$ cat src/rtl/dff_bank_pkg.sv
// Shared types and sizing helpers for the DFF bank write arbiter.
package dff_bank_pkg;

  typedef enum logic [1:0] {
    StIdle,
    StWrite,
    StHold
  } state_e;

  localparam bit Q_RST = 1'b0;

  function automatic int unsigned clog2_min1(input int unsigned n);
    return (n <= 1) ? 1 : $clog2(n);
  endfunction

  function automatic int unsigned owner_w(input int unsigned nreq);
    return clog2_min1(nreq);
  endfunction

endpackage

$ cat src/rtl/rr_pick.sv
// Combinational round-robin selector: first set request at or above ptr, wrapping.
module rr_pick
  import dff_bank_pkg::*;
#(
  parameter int unsigned NREQ   = 4,
  parameter int unsigned OwnerW = owner_w(NREQ)
) (
  input  logic [NREQ-1:0]   req_i,
  input  logic [OwnerW-1:0] ptr_i,
  output logic              any_o,
  output logic [OwnerW-1:0] winner_o
);

  logic [OwnerW-1:0] idx;

  always_comb begin
    any_o    = 1'b0;
    winner_o = '0;
    idx      = '0;
    for (int unsigned i = 0; i < NREQ; i++) begin
      idx = OwnerW'((32'(ptr_i) + i) % NREQ);
      if (!any_o && req_i[idx]) begin
        any_o    = 1'b1;
        winner_o = idx;
      end
    end
  end

endmodule

$ cat src/rtl/dff_bank_arbiter.sv
// Round-robin write arbiter in front of a shared DFF storage word.
// Each access runs arbitrate -> one WRITE cycle -> HOLD_CYCLES settle cycles.
module dff_bank_arbiter
  import dff_bank_pkg::*;
#(
  parameter int unsigned NREQ        = 4,
  parameter int unsigned WIDTH       = 8,
  parameter int unsigned HOLD_CYCLES = 2
) (
  input  logic                     clk_i,
  input  logic                     rst_ni,
  input  logic [NREQ-1:0]          req_i,
  input  logic [NREQ*WIDTH-1:0]    wdata_i,
  output logic [NREQ-1:0]          gnt_o,
  output logic                     done_o,
  output logic [owner_w(NREQ)-1:0] owner_o,
  output logic [WIDTH-1:0]         q_o,
  output logic                     busy_o
);

  localparam int unsigned OwnerW = owner_w(NREQ);
  localparam int unsigned CntW   = clog2_min1(HOLD_CYCLES);

  state_e            state_q;
  logic [NREQ-1:0]   gnt_q;
  logic              done_q;
  logic [OwnerW-1:0] owner_q, ptr_q, winner;
  logic [CntW-1:0]   cnt_q;
  logic [WIDTH-1:0]  q_q, wr_slice;
  logic              any_req, arb_en;

  rr_pick #(
    .NREQ  (NREQ),
    .OwnerW(OwnerW)
  ) u_rr_pick (
    .req_i   (req_i),
    .ptr_i   (ptr_q),
    .any_o   (any_req),
    .winner_o(winner)
  );

  always_comb begin
    wr_slice = '0;
    for (int unsigned i = 0; i < NREQ; i++) begin
      if (owner_q == OwnerW'(i)) wr_slice = wdata_i[i*WIDTH +: WIDTH];
    end
  end

  // The last HOLD edge doubles as the next arbitration edge, so back-to-back
  // accesses are spaced exactly 1+HOLD_CYCLES cycles apart.
  assign arb_en = (state_q == StIdle) || ((state_q == StHold) && (cnt_q == '0));

  always_ff @(posedge clk_i or negedge rst_ni) begin
    if (!rst_ni) begin
      state_q <= StIdle;
      gnt_q   <= '0;
      done_q  <= 1'b0;
      owner_q <= '0;
      ptr_q   <= '0;
      cnt_q   <= '0;
      q_q     <= {WIDTH{Q_RST}};
    end else begin
      done_q <= 1'b0;
      unique case (state_q)
        StWrite: begin
          q_q     <= wr_slice;
          gnt_q   <= '0;
          done_q  <= 1'b1;
          cnt_q   <= CntW'(HOLD_CYCLES - 1);
          ptr_q   <= (owner_q == OwnerW'(NREQ - 1)) ? '0 : owner_q + 1'b1;
          state_q <= StHold;
        end
        StIdle, StHold: begin
          if (!arb_en) begin
            cnt_q <= cnt_q - 1'b1;
          end else if (any_req) begin
            state_q <= StWrite;
            gnt_q   <= NREQ'(1) << winner;
            owner_q <= winner;
          end else begin
            state_q <= StIdle;
          end
        end
        default: state_q <= StIdle;
      endcase
    end
  end

  assign gnt_o   = gnt_q;
  assign done_o  = done_q;
  assign owner_o = owner_q;
  assign q_o     = q_q;
  assign busy_o  = (state_q != StIdle);

endmodule
$ cat config.mk
export PLATFORM = sky130hd
export DESIGN_NAME = dff_bank_arbiter
export DESIGN_NICKNAME = d
export VERILOG_FILES = /design/src/rtl/dff_bank_pkg.sv /design/src/rtl/rr_pick.sv /design/src/rtl/dff_bank_arbiter.sv
export SDC_FILE = /design/constraint.sdc
export NUM_CORES = 1
export LEC_CHECK = 0
export ABC_CLOCK_PERIOD_IN_PS = 1500
export BUFFER_PORTS_ARGS = -buffer_cell sky130_fd_sc_hd__buf_2
export CORE_ASPECT_RATIO = 0.6
export CORE_MARGIN = 10
export CORE_UTILIZATION = 45
export CTS_CLUSTER_SIZE = 40
export DETAILED_ROUTE_END_ITERATION = 7
export PLACE_DENSITY = 0.88
export SYNTH_ARGS = -nofsm -noshare
export SYNTH_HDL_FRONTEND = slang
export SYNTH_HIERARCHICAL = 1
export SYNTH_SLANG_ARGS = --single-unit
$ cat constraint.sdc
create_clock -name clk_i -period 1.5 [get_ports clk_i]
set_input_delay 0 -clock clk_i [delete_from_list [all_inputs] [get_ports clk_i]]
set_output_delay 0 -clock clk_i [all_outputs]
set_load 0.01 [all_outputs]
# Word-level counts from Yosys, hierarchy flattened
# Index checks and enable logic that the tools add are counted.
# Widths: inputs -> output; s select.
# word_totals
register_bits	20
out_inout_bits	16
wordCells	72
# op_classes
n_addsub	5
n_lt_le_gt_ge	4
n_eq_ne	8
shift	1
muxes	30
bitwise_logic	1
reduce_logical	16
# ops
operator	n
$mux 8	4
$lt 2x3->1 const B	4
$mux 2	6
$mux 1	11
$bmux 1 s2	4
$mux 4	2
$pmux 4 s2	1
$eq 2x2->1 const B	3
$ne 2x2->1 const B	3
$reduce_and 3->1	2
$add 2x1->2 const B	2
$add 2x2->2 const B	2
$eq 2x1->1 const B	2
$logic_and 1x1->1	4
$logic_not 2->1	2
$pmux 2 s2	1
$reduce_bool 2->1	2
$shl 1x2->4 const A	1
$logic_not 1->1	3
$pmux 1 s2	1
$reduce_and 2->1	1
$reduce_or 2->1	1
$logic_or 1x1->1	1
$not 1->1	1
$sub 1x1->1 const B	1

# Logic depth before layout (Yosys ltp)
# Gate-level depths: netlist (run 1).
# logic_depth
depth_word	16
ltp_mapped	6
depth_no_buf	5

# Hierarchy
# The synthesis (run 1) kept the hierarchy.
# by_module_without_submodules
module	instances	cells_each	area_each_um2
dff_bank_arbiter	1	95	1044.8
rr_pick	1	15	77.6

# Worst setup path after synthesis (run 1)
# OpenSTA, ideal clock, no wires.
# synth_path
kind	register to register
start	register owner_q[0] (netlist: owner_o[0])
end	register q_q[0] (netlist: q_o[0])
setup_time_ns	0.094
arrival_time_ns	1.374
slack_ns	0.032
stages_incl_launch_ff	7
cell_sequence	dfrtp_1 -> inv_1 -> ha_1 -> buf_6 -> nor2b_4 -> a222oi_1 -> a211oi_1
# synth_between
elab_chain_len	5
# synth_rtl
item	line	text
start, declared	dff_bank_arbiter.sv:27	logic [OwnerW-1:0] owner_q, ptr_q, winner;
start signal, assigned	dff_bank_arbiter.sv:79	owner_q <= winner;
$logic_not 2->1	dff_bank_arbiter.sv:45	if (owner_q == OwnerW'(i)) wr_slice = wdata_i[i*WIDTH +: WIDTH];
$mux 8 (3 in series)	dff_bank_arbiter.sv:45	
$mux 8 *	dff_bank_arbiter.sv:45	
end signal, assigned	dff_bank_arbiter.sv:61	q_q <= {WIDTH{Q_RST}};
end signal, assigned	dff_bank_arbiter.sv:66	q_q <= wr_slice;
end, declared	dff_bank_arbiter.sv:29	logic [WIDTH-1:0] q_q, wr_slice;
# Mark *: on every way between the ends. The rest lies on a longest branch, timed or not.
# A chain may end at the register's enable or synchronous reset.

# Worst setup path after layout (run 1)
# layout_path
start	register owner_q[0] (netlist: owner_o[0])
end	register q_q[6] (netlist: q_o[6])
# Same word-level chain as after synthesis.

==> results of run 1 <==
## per-stage QoR
stage                     total power [mW]  utilization [%]
after floorplan                       2.16                -
after global placement                2.74             64.7
after detailed placement              2.86             64.7
after CTS                             3.34             68.6
after global routing                  3.87             72.9
final                                 3.60             72.9
## repair_timing
action                     CTS  global route
setup buffers                0             2
gates cloned                 0             0
setup endpoints to repair   11            11
resized for setup            6            18
hold buffers                 1             0
hold endpoints to repair    20             0
pin swaps                    3            17
## cells in the mapped netlist
| cell | n | area share [%] |
|---|---|---|
| nor3b_1 | 9 | 6.0 |
| buf_4 | 1 | 0.67 |
| and3b_1 | 1 | 0.78 |
| nand2b_1 | 2 | 1.1 |
| a222oi_1 | 7 | 6.2 |
| nor2_1 | 11 | 3.7 |
| o31ai_1 | 1 | 0.67 |
| nand3_1 | 1 | 0.45 |
| o21a_1 | 1 | 0.67 |
| buf_6 | 1 | 1.0 |
| nand2_1 | 6 | 2.0 |
| ha_1 | 4 | 4.5 |
| or2_2 | 1 | 0.56 |
| inv_1 | 8 | 2.7 |
| nor3b_4 | 1 | 1.7 |
| o21ai_0 | 4 | 1.8 |
| a21oi_1 | 7 | 3.1 |
| dfrtp_1 | 20 | 45 |
| nor3_1 | 1 | 0.45 |
| inv_2 | 2 | 0.67 |
| nor2b_4 | 1 | 1.2 |
| a221o_1 | 2 | 1.8 |
| mux2_2 | 6 | 6.0 |
| a211oi_1 | 7 | 4.7 |
| o221ai_1 | 1 | 0.78 |
| nand3b_1 | 2 | 1.3 |
| buf_2 | 2 | 0.89 |
## layer usage
layer,up-vias,share of wire (%),global-route usage (%)
met3,12,6.4,4.26
met2,49,53,28.9
met1,587,37,15.6
met4,0,3.2,4.91
li1,537,-,-
met5,-,0,0
## critical path, cell delays in order (launching register included)
cell and delay, ps:
dfrtp_2 450, inv_2 130, ha_4 150, nor3b_4 320, a222oi_1 130, a211oi_1 300
## layout make-up
type	instances	area (um2)	area share [%]
clock buffers	4	55.1	3.34
inverters	10	37.5	2.28
multi-input cells	76	654	39.7
flip-flops and latches	20	502	30.4
well taps	30	37.5	2.28
repair buffers	65	362	21.9
## power by group
part / switching (mW) / leakage (nW) / total (mW) / internal [mW]
Combinational: 1.13 / 0.534 / 2.17 / 1.05
Clock: 0.180 / 0.0288 / 0.414 / 0.234
Sequential: 0.194 / 0.241 / 1.01 / 0.817
Total: 1.50 / 0.803 / 3.60 / 2.10
## registers in the layout, indices dropped and copies added, names as in the netlist
name     flops
q_o          8
gnt_o        4
owner_o      2
ptr_q        2
state_q      2
cnt_q        1
done_o       1
## worst min-delay path by stage
stage	end	slack [ps]	depth (start not counted)	start
3_5_place_dp	q_o[5]	-20	1	rst_ni
5_1_grt	q_o[3]	70	3	wdata_i[27]
2_1_floorplan	cnt_q	-300	0	rst_ni
4_1_cts	q_o[3]	70	3	wdata_i[27]
6_report	q_o[3]	70	3	wdata_i[27]
3_3_place_gp	q_o[0]	-30	1	rst_ni
## logic make-up (layout without fill, tap and decap cells)
logic type                 count (synthesis)  after routing  synth area share (%)
and+or+nand+nor                           36             36                  19.3
AOI/OAI and AO/OA                         30             30                  19.7
DFF                                       20             20                  44.6
buffers and inverters                     14             79                  5.91
muxes                                      6              6                  6.02
adders and majority gates                  4              4                  4.46
==> results.md, run 1 <==
- Status: finished, violations left
- Violated checks: setup timing
- Clock root buffer: clkbuf_8
- # DRC: 0
- Most common cell after layout, fill and taps aside: buf_2
- Core area: 2260 um2
- RSZ-0062 raised after global routing: true
- Post-Syn Area: about 1100 um2
- #FFs+latches synth: 20
- Fin crit share: 105%
- Max-cap violations: 0
- Leakage: around 0.80 nW
- Clock Latency Late Sink: 260 ps
- Tot GR Track Use: ~15%
- N_diodes: 0
- Setup TNS: -82.3 ps
- CP Class: reg -> reg
- TritonCTS clock tree: yes
- Worst setup path end: q_o[6]
- Worst Path Arrival: approximately 1700 ps
- Final HPWL DP: just over 3000 um
- Starting Density: between 40% and 50%
- Relative max-transition margin: 68.7%
- Reg2reg start: owner_o[0]
- Average routed wire per standard cell: around 19 um
- R2r setup slk: -80 ps
- Worst-case clock buffer depth: 2
- CP startpoint kind: register
- Non-Filler Instances: 205
- Vias in the first global route: between 1000 and 1500
- Clock period minus worst slack: about 1600 ps
- Pin count of the biggest net entering global routing: 21
- HP Class: in -> reg
- Power Density: approximately 2200 nW/um2
- Mapped Cells: 110
- Routed Antenna Nets: 0
- CP Max Fanout: 7
- Syn Nets: 152
- Dpl cells: 198
- Setup crit end kind: register
- Peak VDD IR: around 1.2 mV
- # port buffers: 53
- DP Area: about 1500 um2
- First-pass GRT wire length: just over 6000 um
- Final number of setup-violating endpoints: 2
- Via density: about 5.8
- CTS sink cnt: 20
- Reg2reg end: q_o[6]
- DR vias: about 1200
- Clock-pin slew on the worst setup and hold paths: 80 ps
- Rows: 13
- Total CTS buffers: 3
- Die width: 84.5 um
- Area Overhead vs Synth: 46.8%
- Placer Congestion: between 0.9 and 1
- Filler cell count: 170
- CP startpoint: owner_o[0]
- Worst EP required: 1650 ps
- Initial DRT Pass Iterations: 4
- Slew Viols, Final: 0
- Initial drt markers: 110
- Congestion Overflow GR: 0
- Hold Vio Cnt, Final: 0
- Achievable Freq: roughly 630 MHz
- # nets final: about 220
- Count of cell types in the netlist: 27
- Post-synthesis average cell area: between 10 and 15 um2
- H-tree levels: 1
- R2r worst-path depth: 5
- Place WS: -172 ps
- Worst hold slack: approximately 65 ps
- Clk_skew: about 8.2 ps
- I/O Pins: 54
- Initial antenna violation count: 0
- Transition time of the tightest slew-check pin: 469 ps
- Total die area: between 4000 and 5000 um2
- Die height: between 50 and 60 um
- Most frequent cells in the layout: 53 x buf_2, 19 x dfrtp_1, 10 x nor2_1, 10 x buf_4
- Seq/Total Area, Yosys: 44.6%
- Final wirelength: approximately 4000 um
- Final WS setup: -81.0 ps
- Design Area, Final: approximately 1600 um2
- Total number of yosys warnings: 6
- Share of post-route cells with drive strength above 1: a little over half
(Power assumes the default switching activity.)
==> inputs of run 2 (changes only) <==
--- a/config.mk
+++ b/config.mk
@@ -7,11 +7,13 @@
 export LEC_CHECK = 0
 export ABC_CLOCK_PERIOD_IN_PS = 1500
 export BUFFER_PORTS_ARGS = -buffer_cell sky130_fd_sc_hd__buf_2
+export CAP_MARGIN = 20
 export CORE_ASPECT_RATIO = 0.6
 export CORE_MARGIN = 10
 export CORE_UTILIZATION = 45
 export CTS_CLUSTER_SIZE = 40
 export DETAILED_ROUTE_END_ITERATION = 7
+export GPL_TIMING_DRIVEN = 0
 export PLACE_DENSITY = 0.88
 export SYNTH_ARGS = -nofsm -noshare
 export SYNTH_HDL_FRONTEND = slang
==> results.md, run 2 (same netlist as run 1, synthesis figures left out) <==
- Status: finished, violations left
- Initial antenna violation count: 0 (unchanged)
- Leakage: 0.779 nW (-3.0%)
- Initial drt markers: 110 (unchanged)
- Place WS: -212 ps (-40.2 ps)
- Peak VDD IR: 1.15 mV (+0.14%)
- Final wirelength: 3930 um (-0.88%)
- Setup crit end kind: register
- Congestion Overflow GR: 0 (unchanged)
- Clock period minus worst slack: 1580 ps (-0.485 ps)
- N_diodes: 0 (unchanged)
- Tot GR Track Use: 14.4% (-0.56 points)
- DR vias: 1173 (-1.0%)
- Vias in the first global route: 1133 (-9.1%)
- CP startpoint kind: register
- Share of post-route cells with drive strength above 1: 53.8% (+0.61 points)
- Initial DRT Pass Iterations: 5 (+1)
- Routed Antenna Nets: 0 (unchanged)
- Total power: 3.54 mW (-1.5%)
- # port buffers: 53 (unchanged)
- Total CTS buffers: 3 (unchanged)
- Via density: 5.78 (about the same)
- Clock root buffer: clkbuf_8
- Achievable Freq: 633 MHz (about the same)
- Most frequent cells in the layout: 54 x buf_2, 18 x dfrtp_1, 10 x nor2_1
- Worst Path Arrival: 1710 ps (-20 ps)
- Crit-path cells: inv_4 > ha_4 > buf_6 > buf_12 > a222oi_1 > a211oi_1
- DP Area: 1430 um2 (-2.6%)
- Transition time of the tightest slew-check pin: 457 ps (-12.2 ps)
- Die width: 84.5 um (unchanged)
- Starting Density: 49.6% (unchanged)
- Clk_skew: 5.98 ps (-2.24 ps)
- Dpl cells: 193 (-2.5%)
- Area Overhead vs Synth: 45.0%
- Max-cap violations: 0 (unchanged)
- CTS sink cnt: 20 (unchanged)
- Worst hold slack: 51.1 ps (-14.0 ps)
- Crit-path leading delay family: compound AO/OA/AOI/OAI gates
- Hold Vio Cnt, Final: 0 (unchanged)
- Final WS setup: -80.5 ps (+0.485 ps)
- CP bufs+invs: 3 (+2)
- Fin crit share: 105% (about the same)
- Slew Viols, Final: 0 (unchanged)
- First-pass GRT wire length: 5720 um (-5.3%)
- Layout Utilization: 72.0% (-0.89 points)
- H-tree levels: 1 (unchanged)
- Placer Congestion: 0.852 (-10%)
- # DRC: 0 (unchanged)
- HP Class: in -> reg
- Worst EP required: 1630 ps (-20 ps)
- Final HPWL DP: 2760 um (-9.3%)
- Pin count of the biggest net entering global routing: 21 (unchanged)
- Power Density: 2180 nW/um2 (-0.31%)
- Non-Filler Instances: 203 (-0.98%)
- Die height: 58.7 um (unchanged)
- Rows: 13 (unchanged)
- Design Area, Final: 1630 um2 (-1.2%)
- Relative max-transition margin: 69.5% (+0.82 points)
- CP peak stage delay: 420 ps (-30 ps)
- CP Class: reg -> reg
- Max FFs per register: 8 (unchanged)
- Clock-pin slew on the worst setup and hold paths: 80 ps (about the same)
- Setup TNS: -389 ps (-306 ps)
- Clock Latency Late Sink: 260 ps (about the same)
- Core area: 2260 um2 (unchanged)
- CP Max Fanout: 6 (-1)
- Final number of setup-violating endpoints: 9 (+7)
- Worst-case clock buffer depth: 2 (unchanged)
- TritonCTS clock tree: yes
- Most common cell after layout, fill and taps aside: buf_2
- Crit-path slowest cell: dfrtp_2
- Total die area: 4960 um2 (unchanged)
- Average routed wire per standard cell: 19.4 um (about the same)
- Violated checks: setup timing
- RSZ-0062 raised after global routing: true
- # nets final: 216 (-0.92%)
- I/O Pins: 54 (unchanged)
-- run 2: area by class of cell --
class | count | area [um2]
sequential | 20 | 503
multi-input combinational | 76 | 632
clock buffer | 4 | 55.1
buffer | 4 | 35.0
fill | 167 | 633
tap | 30 | 37.5
inverter | 10 | 40.0
timing repair buffer | 59 | 325
-- run 2: what timing repair did --
action                                  CTS  global route
endpoints found under the hold margin    20             0
resized for setup                         7            17
endpoints found under the setup margin   12            12
pin swaps                                 5             8
setup buffers                             4             1
hold buffers                              1             0
gates cloned                              0             0
-- run 2: worst register-to-register path: stages, from the launching register on --
cell and delay (ps):
dfrtp_2 420, inv_4 70, ha_4 180, buf_6 130
buf_12 120, a222oi_1 400, a211oi_1 140
-- run 2: layer usage --
metal / track usage, % / routed length, um / vias to the layer above
li1: - / - / 532
met1: 15.3 / 1380 / 574
met2: 25.4 / 2100 / 54
met3: 5.08 / 313 / 13
met4: 7.48 / 139 / 0
met5: 0 / 0 / -
-- run 2: final timing paths --
kind / from / to / slack [ps] / cells after the start
min in group asynchronous: rst_ni / q_o[0] / 260 / 2
worst max-delay path: owner_o[0] / q_o[4] / -80 / 6
worst min-delay path: wdata_i[25] / q_o[1] / 50 / 3
max in group asynchronous: rst_ni / owner_o[0] / 890 / 2
worst min register to register: gnt_o[2] / gnt_o[2] / 510 / 1
worst max register to register: owner_o[0] / q_o[4] / -80 / 6
-- run 2: power by group --
part	total, mW	switching (mW)	internal, mW	leakage, nW
Clock	0.414	0.180	0.234	0.0288
Sequential	1.02	0.200	0.819	0.240
Combinational	2.11	1.10	1.01	0.511
==> inputs of run 3 (changes only) <==
--- a/config.mk
+++ b/config.mk
@@ -15,6 +15,7 @@
 export DETAILED_ROUTE_END_ITERATION = 7
 export GPL_TIMING_DRIVEN = 0
 export PLACE_DENSITY = 0.88
+export SKIP_CTS_REPAIR_TIMING = 1
 export SYNTH_ARGS = -nofsm -noshare
 export SYNTH_HDL_FRONTEND = slang
 export SYNTH_HIERARCHICAL = 1
==> results.md, run 3 (same netlist as run 1, synthesis figures left out) <==
- Transition time of the tightest slew-check pin: 452 ps (-4.88 ps)
- Clock root buffer: clkbuf_8
- Die width: 84.5 um (unchanged)
- Initial antenna violation count: 0 (unchanged)
- CP Class: reg -> reg
- Filler cell count: 165 (-1.2%)
- R2r worst-path depth: 5 (-1)
- Layout Utilization: 70.6% (-1.4 points)
- Pin count of the biggest net entering global routing: 21 (unchanged)
- Share of post-route cells with drive strength above 1: 52.9% (-0.85 points)
- Final number of setup-violating endpoints: 1 (-8)
- Clock-pin slew on the worst setup and hold paths: 70 ps (about the same)
- Final HPWL DP: 2760 um (unchanged)
- Total CTS buffers: 3 (unchanged)
- Reg2reg start: owner_o[1]
- Starting Density: 49.6% (unchanged)
- Most common cell after layout, fill and taps aside: buf_2
- Clk_skew: 3.36 ps (-2.62 ps)
- # nets final: 215 (-0.46%)
- Placer Congestion: 0.852 (unchanged)
- Final WS setup: -40.0 ps (+40.5 ps)
- Congestion Overflow GR: 0 (unchanged)
- Power Density: 2160 nW/um2 (-1.0%)
- Relative max-transition margin: 69.9% (+0.33 points)
- Initial drt markers: 123 (+12%)
- Achievable Freq: 649 MHz (+2.6%)
- Area Overhead vs Synth: 42.3%
- # DRC: 0 (unchanged)
- Tot GR Track Use: 13.3% (-1.2 points)
- HP Class: in -> reg
- Leakage: 0.764 nW (-1.9%)
- Rows: 13 (unchanged)
- Status: finished, violations left
- TritonCTS clock tree: yes
- Setup TNS: -40.0 ps (+349 ps)
- Worst EP required: 1660 ps (+30 ps)
- Via density: 5.60 (-3.0%)
- Routed Antenna Nets: 0 (unchanged)
- Core area: 2260 um2 (unchanged)
- Place WS: -212 ps (unchanged)
- Worst Path Arrival: 1700 ps (about the same)
- H-tree levels: 1 (unchanged)
- Slew Viols, Final: 0 (unchanged)
- Max FFs per register: 8 (unchanged)
- Clock period minus worst slack: 1540 ps (-40.5 ps)
- Worst-case clock buffer depth: 2 (unchanged)
- Fin crit share: 103% (-2.7 points)
- Hold endpoint: q_o[3]
- Die height: 58.7 um (unchanged)
- R2r setup slk: -40 ps (+40 ps)
- CP Max Fanout: 7 (+1)
- Most frequent cells in the layout: 55 x buf_2, 18 x dfrtp_1, 10 x nor2_1
- Max-cap violations: 0 (unchanged)
- Initial DRT Pass Iterations: 6 (+1)
- # port buffers: 53 (unchanged)
- Hold Vio Cnt, Final: 0 (unchanged)
- CP startpoint kind: register
- Setup crit end kind: register
- CTS sink cnt: 20 (unchanged)
- Clock Latency Late Sink: 260 ps (about the same)
- Total die area: 4960 um2 (unchanged)
- First-pass GRT wire length: 5350 um (-6.5%)
- DR vias: 1132 (-3.5%)
- Violated checks: setup timing
- N_diodes: 0 (unchanged)
- Hold_sp: wdata_i[27]
- Final wirelength: 3670 um (-6.7%)
- Worst Hold Path Cells: 3 (unchanged)
- I/O Pins: 54 (unchanged)
- Peak VDD IR: 1.13 mV (-2.0%)
- Average routed wire per standard cell: 18.2 um (-6.2%)
- Vias in the first global route: 1073 (-5.3%)
- RSZ-0062 raised after global routing: true
- Reg2reg end: q_o[6]
[run 3: cell types whose count changed in the layout (fill, tap and decap cells not counted)]
cell    previous run  this run
mux2_4             1         0
nor3_2             1         0
nor3_1             0         1
mux2_2             5         6
buf_2             54        55
buf_12             1         0
buf_4              5         4
[run 3: stage by stage]
step	hold slack (ps)	instance area (um2)	cells	total power [mW]
3_5_place_dp	-23.3	1430	193	2.74
3_3_place_gp	-36.9	1430	193	2.65
5_1_grt	47.4	1600	202	3.70
6_report	47.6	1600	202	3.44
4_1_cts	-309	1480	197	3.17
2_1_floorplan	-296	1120	110	2.16
[run 3: where the power goes]
group	leakage, nW	switching, mW	internal [mW]
logic	0.496	1.06	0.949
clock network	0.0288	0.182	0.234
registers	0.240	0.201	0.819
total	0.764	1.44	2.00
[run 3: worst max-delay path: stages, from the launching register on]
cell	delay [ps]
dfrtp_2	460
inv_2	100
ha_2	230
nor2b_4	240
a222oi_1	120
a211oi_1	280
[run 3: worst max-delay path by stage]
stage	slack, ps	endpoint	cells after the start	from
finish	-40	q_o[6]	5	owner_o[1]
global route	-110	q_o[6]	5	owner_o[1]
CTS	-220	q_o[6]	6	owner_o[0]
detailed placement	-210	q_o[6]	6	owner_o[0]
global placement	-70	q_o[4]	6	owner_o[0]
floorplan	30	q_o[0]	6	owner_o[0]
[run 3: final cells by class]
class	count	area [um2]	share of cell area, %
Multi-Input combinational cell	76	623	39.0
Sequential cell	20	503	31.5
Timing Repair Buffer	58	303	19.0
Clock buffer	4	55.1	3.45
Inverter	10	40.0	2.51
Tap cell	30	37.5	2.35
Buffer	4	35.0	2.19
[run 3: layer usage]
layer	part of all wire [%]	vias to the layer above	GRT usage, %
li1	-	532	-
met3	7.4	5	4.26
met4	0.60	0	4.21
met2	53	47	23.4
met5	0	-	0
met1	38	548	15.1
